--- config.mk ---
export PLATFORM = sky130hd
export DESIGN_NAME = stream_rr_arbiter
export DESIGN_NICKNAME = d
export VERILOG_FILES = /design/src/rtl/stream_rr_arbiter.sv
export SDC_FILE = /design/constraint.sdc
export NUM_CORES = 1
export LEC_CHECK = 0
export BUFFER_PORTS_ARGS = -buffer_cell sky130_fd_sc_hd__clkbuf_2
export CAP_MARGIN = 20
export CORE_MARGIN = 1.5
export CORE_UTILIZATION = 48
export CTS_CLUSTER_SIZE = 8
export DETAILED_ROUTE_END_ITERATION = 10
export HOLD_SLACK_MARGIN = 0.12
export PLACE_DENSITY = 0.78
export SYNTH_ARGS = -nofsm -noshare
export SYNTH_HDL_FRONTEND = slang
export SYNTH_SLANG_ARGS = --single-unit
export TNS_END_PERCENT = 20
--- constraint.sdc ---
create_clock -name clk -period 3.6 [get_ports clk]
set_clock_uncertainty 0.05 [all_clocks]
set_input_delay 0.54 -clock clk [delete_from_list [all_inputs] [get_ports clk]]
set_output_delay 0.54 -clock clk [all_outputs]
set_load 0.05 [all_outputs]
--- src/rtl/stream_rr_arbiter.sv ---
// Round-robin arbiter sharing one valid/ready stream among N packet requesters.
// A winner holds the channel until its last beat is accepted; data path is purely combinational.
module stream_rr_arbiter #(
  parameter int N  = 4,
  parameter int W  = 3,
  parameter int SW = $clog2(N)
) (
  input  logic            clk,
  input  logic            reset_n,
  input  logic [N-1:0]    s_valid,
  input  logic [N*W-1:0]  s_data,
  input  logic [N-1:0]    s_last,
  output logic [N-1:0]    s_ready,
  output logic            m_valid,
  output logic [W-1:0]    m_data,
  output logic            m_last,
  output logic [SW-1:0]   m_src,
  input  logic            m_ready,
  output logic            busy
);

  typedef enum logic {IDLE, LOCKED} state_t;

  state_t        state;
  logic [SW-1:0] ptr;
  logic [SW-1:0] gnt_q;
  logic [SW-1:0] win;
  logic [SW-1:0] cand;
  logic [SW-1:0] sel;
  logic          found;
  logic [W-1:0]  beat [N];

  for (genvar i = 0; i < N; i++) begin : g_unpack
    assign beat[i] = s_data[i*W +: W];
  end

  function automatic logic [SW-1:0] next_idx(input logic [SW-1:0] idx);
    return (idx == SW'(N-1)) ? '0 : idx + 1'b1;
  endfunction

  // Rotating search starting at ptr; candidates are reduced mod N so indices >= N never win.
  always_comb begin
    found = 1'b0;
    win   = ptr;
    cand  = '0;
    for (int unsigned k = 0; k < N; k++) begin
      cand = SW'((32'(ptr) + k) % N);
      if (!found && s_valid[cand]) begin
        found = 1'b1;
        win   = cand;
      end
    end
  end

  assign sel  = (state == LOCKED) ? gnt_q : win;
  assign busy = (state == LOCKED);

  always_comb begin
    s_ready = '0;
    m_valid = 1'b0;
    m_data  = '0;
    m_last  = 1'b0;
    m_src   = '0;
    if (reset_n) begin
      if (state == LOCKED || found) begin
        m_valid      = s_valid[sel];
        m_data       = beat[sel];
        m_last       = s_last[sel];
        m_src        = sel;
        s_ready[sel] = m_ready;
      end else begin
        m_src = ptr;
      end
    end
  end

  // A stalled winner is locked too, so a later higher-priority arrival cannot displace it.
  always_ff @(posedge clk or negedge reset_n) begin
    if (!reset_n) begin
      state <= IDLE;
      ptr   <= '0;
      gnt_q <= '0;
    end else begin
      case (state)
        IDLE: begin
          if (found) begin
            if (m_ready && s_last[win]) begin
              ptr <= next_idx(win);
            end else begin
              state <= LOCKED;
              gnt_q <= win;
            end
          end
        end
        LOCKED: begin
          if (m_valid && m_ready && m_last) begin
            state <= IDLE;
            ptr   <= next_idx(gnt_q);
          end
        end
      endcase
    end
  end

endmodule

Yosys cells after proc, flatten, opt, wreduce, memory -nomap -nowiden
Cells that the tools add are included.

word-level totals
  register bits = 5
  latch bits = 0
  bits in writable memories = 0
  bits in read-only memories = 0
  input bits = 23
  output and inout port bits = 12
  word-level logic and storage cells = 85
  memories kept = 0

cells by class
  $add $sub $neg = 5
  $mul = 0
  div/mod/pow operators = 0
  magnitude comparators = 8
  eq/ne operators = 5
  shift operators = 0
  mux-type cells = 47
  bitwise logic cells = 4
  reduce and logical (&&, ||, !) cells = 13

operators with widths
  cell                 count
  $mux 2               11
  $mux 1               19
  $lt 2x3->1 const B   6
  $bmux 1 s2           7
  $mux 3               4
  $mux 4               2
  $logic_and 1x1->1    7
  $add 2x1->2 const B  3
  $bmux 3 s2           1
  $reduce_and 3->1     2
  $add 2x2->2 const B  2
  $and 4x4->4          1
  $eq 2x2->1 const B   2
  $ne 2x2->1 const B   2
  $pmux 2 s2           1
  $ge 3x3->1 const B   1
  $logic_not 1->1      3
  $not 2->3            1
  $demux 1 s2          1
  $ge 2x1->1 const B   1
  $ne 2x1->1 const B   1
  $not 1->1            2
  $pmux 1 s2           1
  $logic_or 1x1->1     1

Depth between registers and ports, before layout
Gate-level depths: netlist (run 1).

  depth in word-level cells = 21
  depth in mapped cells = 7
  mapped depth without buffers = 7

Least setup slack after synthesis (run 1)
Ideal clock, no wire load.

  path type = input to output
  from = in s_valid[2]
  to = out m_last
  arrival time = 2.782 ns
  path slack = 0.228 ns
  stages = 6
  cell sequence = or2b_1 > a21boi_4 > o41ai_4 > mux2_1 > nor2_1 > a211oi_1

on the way
  word-level cells in the longest chain between the ends = 17
  elaborated cells between the ends (all ways) = 27
  those cells by class = 20 x mux; 7 x reduce/logical

RTL lines
  what                          line  source
  from (decl)                   10    input logic [N-1:0] s_valid,
  $bmux 1 s2                    48    if (!found && s_valid[cand]) begin
  $mux 1 (not written as such)  48
  $mux 1                        48
  $logic_not 1->1               48
  $logic_and 1x1->1             48
  $mux 1                        48
  $logic_not 1->1               48
  $logic_and 1x1->1             48
  $mux 1                        48
  $logic_not 1->1               48
  $logic_and 1x1->1             48
  $mux 2                        48
  $mux 2                        55    assign sel = (state == LOCKED) ? gnt_q : win;
  $bmux 1 s2                    68    m_last = s_last[sel];
  $mux 1 (not written as such)  68
  $mux 1 *                      65    if (state == LOCKED || found) begin
  $mux 1 *                      64    if (reset_n) begin
  to (decl)                     16    output logic m_last,

Mark *: on every way between the ends. The rest lies on a longest branch, timed or not. The select of a mux whose other input is x is not followed.

Final worst setup path (run 1)
  from = reg ptr[1]
  to = out m_data[1]

on the way
  word-level cells in the longest chain between the ends = 19
  elaborated cells between the ends (all ways) = 32
  those cells by class = 3 x add/sub; 21 x mux; 1 x bitwise; 7 x reduce/logical

RTL lines
  what                                                  line  source
  from (decl)                                           25    logic [SW-1:0] ptr;
  from (signal assigned)                                88    ptr <= next_idx(win);
  from (signal assigned)                                98    ptr <= next_idx(gnt_q);
  branches (longest 17 deep; another with $add 2x1->2)  -
  $mux 3 *                                              65
  $mux 3 *                                              64
  to (decl)                                             15    output logic [W-1:0] m_data,

Every way passes the cells marked *. The select of a mux whose other input is x is not followed.

==> flow_summary.ini, run 1 <==
[clock_network]
clock_latency_ns = 0.23
cts_buffers = 3
cts_resized = 0
cts_tree = built
root_buffer = clkbuf_4
cts.sinks = 5
htreeDepth = 1
clk_pin_slew_worst_paths_ns = 0.04
cts.path.max_buffers = 2

[route]
drt_wl_total_um = 2340
vias = 919
wl_per_cell_um = 14.5
drtIter0Drc = 21
first_pass_iters = 4
ant_nets = 0
post_drt_via_cell_ratio = 5.71
drc = 0

[final_layout]
fillers = 150
final_common_cell = clkbuf_2
n_antenna_cell = 0
area_growth_pct = 26.5
fin_area_um2 = 1120
layout_common_cells = clkbuf_2, nand2_1, nor2_1
drive_gt1_share_pct = 41.9
utilization_pct = 64.6
fin_nets = 160

[global_route]
antenna_found_initial = 0
overflow = 0
grt_pass1_wl_um = 3620
track_usage_pct = 23.4
grt_pass1_vias = 817
grt_max_degree = 16

[synthesis]
syn-num-nets = 121
yosysWarnings = 0
ys_seq_elements = 5
netlist_area_um2 = 882
synth_cell_types = 52
ys_async_sr_fraction_pct = 100
synth-main-ff-cell = dfrtp_1
ys_seq_area_share_pct = 14.2
synth-edff-count = 0
syn_inst = 98
syn_avg_cell_area_um2 = 9.00

[sta]
drv_slew = 0
rsz0062_at_grt = no
fin_crit_ns = 3.41
setup_viol = 0
tightest_slew_ns = 0.672
slew_headroom_pct = 54.9
finalHoldViolations = 0
period_share_pct = 94.7
setup_tns_ns = 0
fmax_ghz = 0.293

[run_status]
outcome = finished, final reports clean

[setup_path]
r2r_end = ptr[1]
path_max_fanout = 10
worstPathArrival_ns = 2.82
reg2regPathDepth = 7
reg2reg_from = ptr[0]
r2r_setup_slack_ns = 0.87
cp.required_ns = 3.01
end_kind = output pin
critPathKind = reg -> out
startpoint_type = register

[place]
portBuffers = 34
placedInstanceArea_um2 = 1080
post-dp-hpwl_um = 1910
gp_congestion = 0.803

[power]
p_leak_nw = 0.500
ir_drop_mv = 0.429
p_per_area_nw_per_um2 = 773

[floorplanning]
start_util_pct = 51.1
row_count = 15
die_w_um = 45.9
die_height_um = 45.9
die_area_um2 = 2100
num_io_pins = 35
core_um2 = 1730

[min_path]
holdCritPathClass = reg -> reg
hold_end = gnt_q[1]
hold_path.startpoint = gnt_q[1]
hold_depth = 1

[job]
maxCapViolations = 0
==> worst max-delay path: stages, from the launching register on <==
cell	delay (ns)
dfrtp_1	0.48
or3b_1	0.40
nor4bb_2	0.21
o31ai_4	0.49
mux4_1	0.60
nor2b_1	0.14
clkbuf_2	0.26
==> sequential cells by signal (all words and copies together) (netlist names) <==
name   cells
busy       1
gnt_q      2
ptr        2
==> stage by stage <==
stage,hold slack [ns],instances,setup WS (ns),power [mW]
3_3_place_gp,0.337,156,0.345,0.782
2_1_floorplan,0.194,98,0.228,0.660
4_1_cts,0.543,161,0.190,0.862
6_report,0.549,161,0.192,0.863
3_5_place_dp,0.340,156,0.278,0.794
5_1_grt,0.571,161,0.0535,0.916
==> cell families (layout without fill, tap and decap cells) <==
family | after synthesis | in the layout | synth area share (%)
and+or+nand+nor | 45 | 45 | 32.2
AOI/OAI and AO/OA | 34 | 34 | 34.0
muxes | 9 | 9 | 16.3
DFF | 5 | 5 | 14.2
buffers and inverters | 3 | 41 | 1.28
xor gates and xnor gates | 2 | 2 | 1.99
==> synth_stat cells (2+ instances only) <==
master,number,area [um2]
nand2_1,7,26.3
nor2_1,6,22.5
a21oi_1,5,25.0
dfrtp_1,5,125
o21ai_0,5,25.0
nor2b_1,4,25.0
nor3_1,4,20.0
mux2_2,3,33.8
mux4_1,3,78.8
nand2b_1,3,18.8
a211o_1,2,17.5
a211oi_1,2,15.0
a21o_1,2,15.0
and2_1,2,12.5
inv_1,2,7.51
mux2i_1,2,20.0
nor3b_1,2,15.0
o211ai_1,2,15.0
o22ai_1,2,12.5
or2_1,2,12.5
or2b_1,2,15.0
==> layer usage <==
layer	up-vias	part of all wire (%)	track usage, %
met5	-	0	0
met4	0	0	7.43
met3	0	1.1	2.38
met2	14	53	38.3
met1	442	46	31.8
li1	463	-	-
==> area by class of cell <==
cell class	count	area, um2	share of cell area [%]
Sequential cell	5	125	11.2
Clock buffer	4	26.3	2.35
Multi-Input combinational cell	90	746	66.8
Tap cell	25	31.3	2.80
Inverter	2	7.51	0.673
Timing Repair Buffer	35	180	16.1
==> power breakdown <==
group / switching (mW) / internal, mW
clock: 0.0195 / 0.0417
combinational: 0.402 / 0.258
sequential: 0.0593 / 0.0820
total: 0.481 / 0.382
==> how the worst max path moves through the flow <==
stage / startpoint / end / slack (ns)
finish: ptr[1] / m_data[1] / 0.19
detailed placement: s_valid[2] / m_data[2] / 0.28
global placement: s_valid[2] / m_data[2] / 0.34
floorplan: s_valid[2] / m_last / 0.23
CTS: ptr[1] / m_data[1] / 0.19
global route: ptr[1] / m_data[0] / 0.05
==> what timing repair did <==
item / in CTS / in global routing
endpoints found under the setup margin: 0 / 0
endpoints found under the hold margin: 5 / 0
buffers inserted: 0 / 0
hold buffers: 1 / 0
(Power assumes the default switching activity.)
==> run 2: changes to the inputs <==
ABC_AREA = 1   (was unset)
CAP_MARGIN = unset   (was 20)
CORE_UTILIZATION = 50   (was 48)
CTS_CLUSTER_DIAMETER = 40   (was unset)
PLACE_DENSITY = 0.79   (was 0.78)
==> flow_summary.ini, run 2 <==
[run_status]
outcome = finished, final reports clean

[global_route]
antenna_found_initial = 0
track_usage_pct = 23.5
grt_max_degree = 16
grt_pass1_wl_um = 3860
overflow = 0
grt_pass1_vias = 952

[clock_network]
postCtsSetupBuffers = 0
cts.path.max_buffers = 2
clock_latency_ns = 0.24
clk_pin_slew_worst_paths_ns = 0.04
cts_buffers = 3
htreeDepth = 1
root_buffer = clkbuf_4
cts_tree = built
cts.sinks = 5

[synthesis]
synth-simple-area-share_pct = 65.8
syn_inst = 178
syn_avg_cell_area_um2 = 5.67
yosysWarnings = 0
synth-main-ff-cell = dfrtp_1
synth.top_cell.area_share_pct = 23.8
synthTopCellsByCount = nand2_1, nand3_1, nand2_2, nor2_1, inv_1
synth_cell_types = 22
syn-num-nets = 201
synth-edff-count = 0
synth.area.top_cells = nand2_1, dfrtp_1, nand3_1
ys_seq_elements = 5
synth.most_common_cell = nand2_1
synth_top_cell_by_area = nand2_1
ys_seq_area_share_pct = 12.4
netlist_area_um2 = 1010
synth_xor_area_share_pct = 0
synth-compound-area-share_pct = 11.0
ys_async_sr_fraction_pct = 100
synth.area.mux_share_pct = 0
synthAdderAreaFrac_pct = 0
synth_top_family_by_area = simple AND/OR/NAND/NOR gates

[route]
post_drt_via_cell_ratio = 5.18
drt_wl_total_um = 2600
drtIter0Drc = 33
vias = 1238
first_pass_iters = 4
ant_nets = 0
drc = 0
wl_per_cell_um = 10.9

[sta]
drv_slew = 0
slew_headroom_pct = 74.0
setup_tns_ns = 0
rsz0062_at_grt = no
finalHoldViolations = 0
setup_viol = 0
setup_ws_ns = 0.282
period_share_pct = 92.2
fin_crit_ns = 3.32
tightest_slew_ns = 0.387
fmax_ghz = 0.301

[place]
post-dp-hpwl_um = 2140
placedInstanceArea_um2 = 1160
gp_congestion = 0.933
portBuffers = 34
place_ws_ns = 0.410
place_inst = 234

[final_layout]
utilization_pct = 62.2
fin_nets = 236
drive_gt1_share_pct = 32.1
final_common_cell = nand2_1
final_cells = 239
fillers = 208
n_antenna_cell = 0
layout_common_cells = nand2_1, clkbuf_2, nand3_1
fin_area_um2 = 1200
area_growth_pct = 18.6

[job]
maxCapViolations = 0

[setup_path]
critPathMostFrequentCell = nand2_1
cp_top_family = simple AND/OR/NAND/NOR gates
worstPathArrival_ns = 2.73
critPathSlowestCell = dfrtp_2
path_max_fanout = 15
end_kind = output pin
startpoint_type = register
cpPeakStageDelay_ns = 0.51
path_buf_inv = 3
cp.required_ns = 3.01
cp_cell_sequence = inv_4 -> nand2_1 -> nand2_1 -> nand2_1 -> nand2_4 -> nand3_1 -> nand2_1 -> inv_2 -> nand2_1 -> nand2_2 -> nand2_2 -> nand2_1 -> nand2_2 -> nor2_1 -> nor2_1 -> o21ai_0 -> a21oi_1 -> clkbuf_2
critPathKind = reg -> out

[floorplanning]
num_io_pins = 35
die_w_um = 47.9
row_count = 16
die_height_um = 47.9
start_util_pct = 52.5
core_um2 = 1920
die_area_um2 = 2300

[power]
ir_drop_mv = 0.652
p_leak_nw = 0.679
p_per_area_nw_per_um2 = 1050

[min_path]
holdCritPathClass = reg -> reg
-- run 2: changes by cell type in the layout (fill, tap and decap cells not counted), moves of 4 or more --
cell	change
nand2_2	+16
nand3_1	+21
nor3_1	-4
o21ai_0	+5
nand2_1	+57
nor2_1	+10
inv_1	+9
nor2b_1	-4
-- run 2: stage by stage --
step           hold WS, ns  power, mW
2_1_floorplan        0.194       1.05
3_5_place_dp         0.337       1.18
3_3_place_gp         0.333       1.15
6_report             0.470       1.25
5_1_grt              0.492       1.38
4_1_cts              0.473       1.25
-- run 2: layout make-up --
cell class	instances	area (um2)	share of cell area [%]
multi-input combinational	154	774	64.7
inverter	14	55.1	4.60
clock buffer	4	26.3	2.20
tap	27	33.8	2.82
sequential	5	126	10.6
timing repair buffer	35	180	15.1
-- run 2: path summary, 6_finish.rpt --
path	startpoint	to	slack, ns	cells after the start
min in group asynchronous	reset_n	ptr[1]	0.62	2
max in group asynchronous	reset_n	ptr[0]	2.70	2
min reg2reg	gnt_q[0]	gnt_q[0]	0.47	2
max	ptr[0]	m_data[2]	0.28	18
max reg2reg	ptr[0]	ptr[1]	1.02	20
min	gnt_q[0]	gnt_q[0]	0.47	2
-- run 2: per-layer routing --
layer,track usage (%),share of wire (%)
met4,4.86,0
met3,4.53,4.3
met5,0,0
met1,29.8,43
met2,41.1,53
-- run 2: worst min-delay path: stages (launching register included) --
cell and delay [ns]:
dfrtp_1 0.35, nand2_1 0.06, o21ai_0 0.07
-- run 2: repair_timing --
action / in CTS / in global routing
gates resized for setup: 0 / 3
setup endpoints to repair: 0 / 3
endpoints found under the hold margin: 5 / 0
hold buffers: 1 / 0
-- run 2: power breakdown --
group	internal, mW	leakage (nW)	total, mW	switching [mW]
logic	0.306	0.605	1.05	0.746
registers	0.0830	0.0588	0.138	0.0553
clock network	0.0419	0.0150	0.0641	0.0223
-- run 2: logic make-up after synthesis --
group | count (synthesis)
flops | 5
buf+inv | 19
compound gates | 20
simple gates | 134
==> run 3: changes to the inputs <==
clock period = 3.3 ns   (was 3.6 ns; I/O delays follow)
==> flow_summary.ini, run 3 (same netlist as run 2, synthesis figures left out) <==
[job]
maxCapViolations = 0

[sta]
setup_viol = 0
period_share_pct = 94.7
slew_headroom_pct = 76.8
holdWs_ns = 0.450
drv_slew = 0
setup_tns_ns = 0
fin_crit_ns = 3.12
fmax_ghz = 0.320
tightest_slew_ns = 0.345
finalHoldViolations = 0

[final_layout]
fillers = 194
fin_nets = 238
drive_gt1_share_pct = 32.7
n_antenna_cell = 0
layout_common_cells = nand2_1, clkbuf_2, nand3_1
area_growth_pct = 22.0
final_common_cell = nand2_1

[global_route]
track_usage_pct = 24.0
grt_pass1_wl_um = 3930
grt_max_degree = 15
antenna_found_initial = 0
grt_pass1_vias = 961
overflow = 0

[power]
p_int_mw = 0.504
switching_share_pct = 64.5
p_per_area_nw_per_um2 = 1150
ir_drop_mv = 0.788
p_sw_mw = 0.915
pwr-share-clk_pct = 4.7
comb_power_share_pct = 86.0
p_total_mw = 1.42
power_frac_seq_pct = 9.3
p_leak_nw = 0.694

[setup_path]
path_max_fanout = 11
cp.required_ns = 2.75
startpoint_type = register
critPathKind = reg -> out
end_kind = output pin
worstPathArrival_ns = 2.58

[route]
drc = 0
vias = 1257
first_pass_iters = 4
drt_wl_total_um = 2670
post_drt_via_cell_ratio = 5.22
drtIter0Drc = 29
ant_nets = 0
wl_per_cell_um = 11.1

[floorplanning]
core_um2 = 1920
die_height_um = 47.9
row_count = 16
die_area_um2 = 2300
num_io_pins = 35
die_w_um = 47.9
start_util_pct = 52.5

[clock_network]
clk_pin_slew_worst_paths_ns = 0.04
root_buffer = clkbuf_4
cts_tree = built
cts_buffers = 3
clock_latency_ns = 0.23
cts.sinks = 5
htreeDepth = 1
cts.path.max_buffers = 2

[min_path]
holdCritPathClass = reg -> reg

[place]
post-dp-hpwl_um = 2130
portBuffers = 34
gp_congestion = 0.962

[run_status]
outcome = finished, final reports clean
==> run 3: cell count changes in the layout (fill, tap and decap cells not counted) <==
cell	previous run	this run
buf_4	0	3
clkbuf_2	34	31
buf_6	0	1
clkbuf_4	3	4
inv_2	2	1
inv_4	1	2
nand2_2	16	15
nand2_4	2	3
==> run 3: per-stage QoR <==
| step | instances | area (um2) | setup WS [ns] | util [%] |
|---|---|---|---|---|
| after floorplan | 178 | 1010 | 0.234 | - |
| final | 241 | 1230 | 0.175 | 64.0 |
| after global placement | 235 | 1160 | 0.369 | 60.5 |
| after detailed placement | 235 | 1160 | 0.270 | 60.5 |
| after CTS | 240 | 1200 | 0.0527 | 62.5 |
| after global routing | 241 | 1230 | -0.0443 | 64.0 |
==> run 3: area by class of cell <==
class,instances,area (um2),area share [%]
multi-input cells,154,779,63.4
repair buffers,37,206,16.8
flip-flops and latches,5,126,10.3
inverters,14,57.6,4.68
well taps,27,33.8,2.75
clock buffers,4,26.3,2.14
==> run 3: final timing paths <==
| path | end | startpoint | depth (start not counted) | slack, ns |
|---|---|---|---|---|
| worst max-delay path | m_data[0] | ptr[1] | 18 | 0.18 |
| max in group asynchronous | ptr[1] | reset_n | 2 | 2.43 |
| worst min-delay path | gnt_q[1] | gnt_q[1] | 2 | 0.45 |
| min in group asynchronous | busy | reset_n | 2 | 0.59 |
| worst max register to register | ptr[1] | ptr[1] | 20 | 0.81 |
| worst min register to register | gnt_q[1] | gnt_q[1] | 2 | 0.45 |
==> run 3: metal layers <==
metal	global-route usage (%)	wire (um)	up-vias
li1	-	-	656
met1	32.7	1180	574
met2	40.3	1410	25
met3	2.26	62	2
met4	6.49	10	0
met5	0	0	-
==> run 3: power groups by stage <==
stage | Combinational (mW) | Clock, mW | Sequential (mW)
6_report | 1.22 | 0.0672 | 0.132
5_1_grt | 1.35 | 0.0731 | 0.136
4_1_cts | 1.18 | 0.0714 | 0.128
3_5_place_dp | 1.17 | 0 | 0.127
3_3_place_gp | 1.15 | 0 | 0.127
2_1_floorplan | 1.02 | 0 | 0.128
==> run 3: critical path, stage by stage (launching register included) <==
cell and delay (ns):
dfrtp_2 0.48, inv_4 0.12, nand2_1 0.06, nand2_1 0.10, nand2_1 0.10, nand2_4 0.12, nand3_1 0.10, nand2_1 0.09
inv_2 0.04, nand2_1 0.06, nand2_2 0.06, nand2_2 0.09, nand2_1 0.11, nand2_4 0.15, nor2_1 0.06, nor2_1 0.08
o21ai_0 0.11, a21oi_1 0.20, buf_4 0.23
==> run 3: what timing repair did <==
action,in CTS,in global routing
endpoints found under the hold margin,5,0
gates cloned,0,0
setup endpoints to repair,1,3
hold buffers,1,0
resized for setup,1,12
buffers inserted,0,1
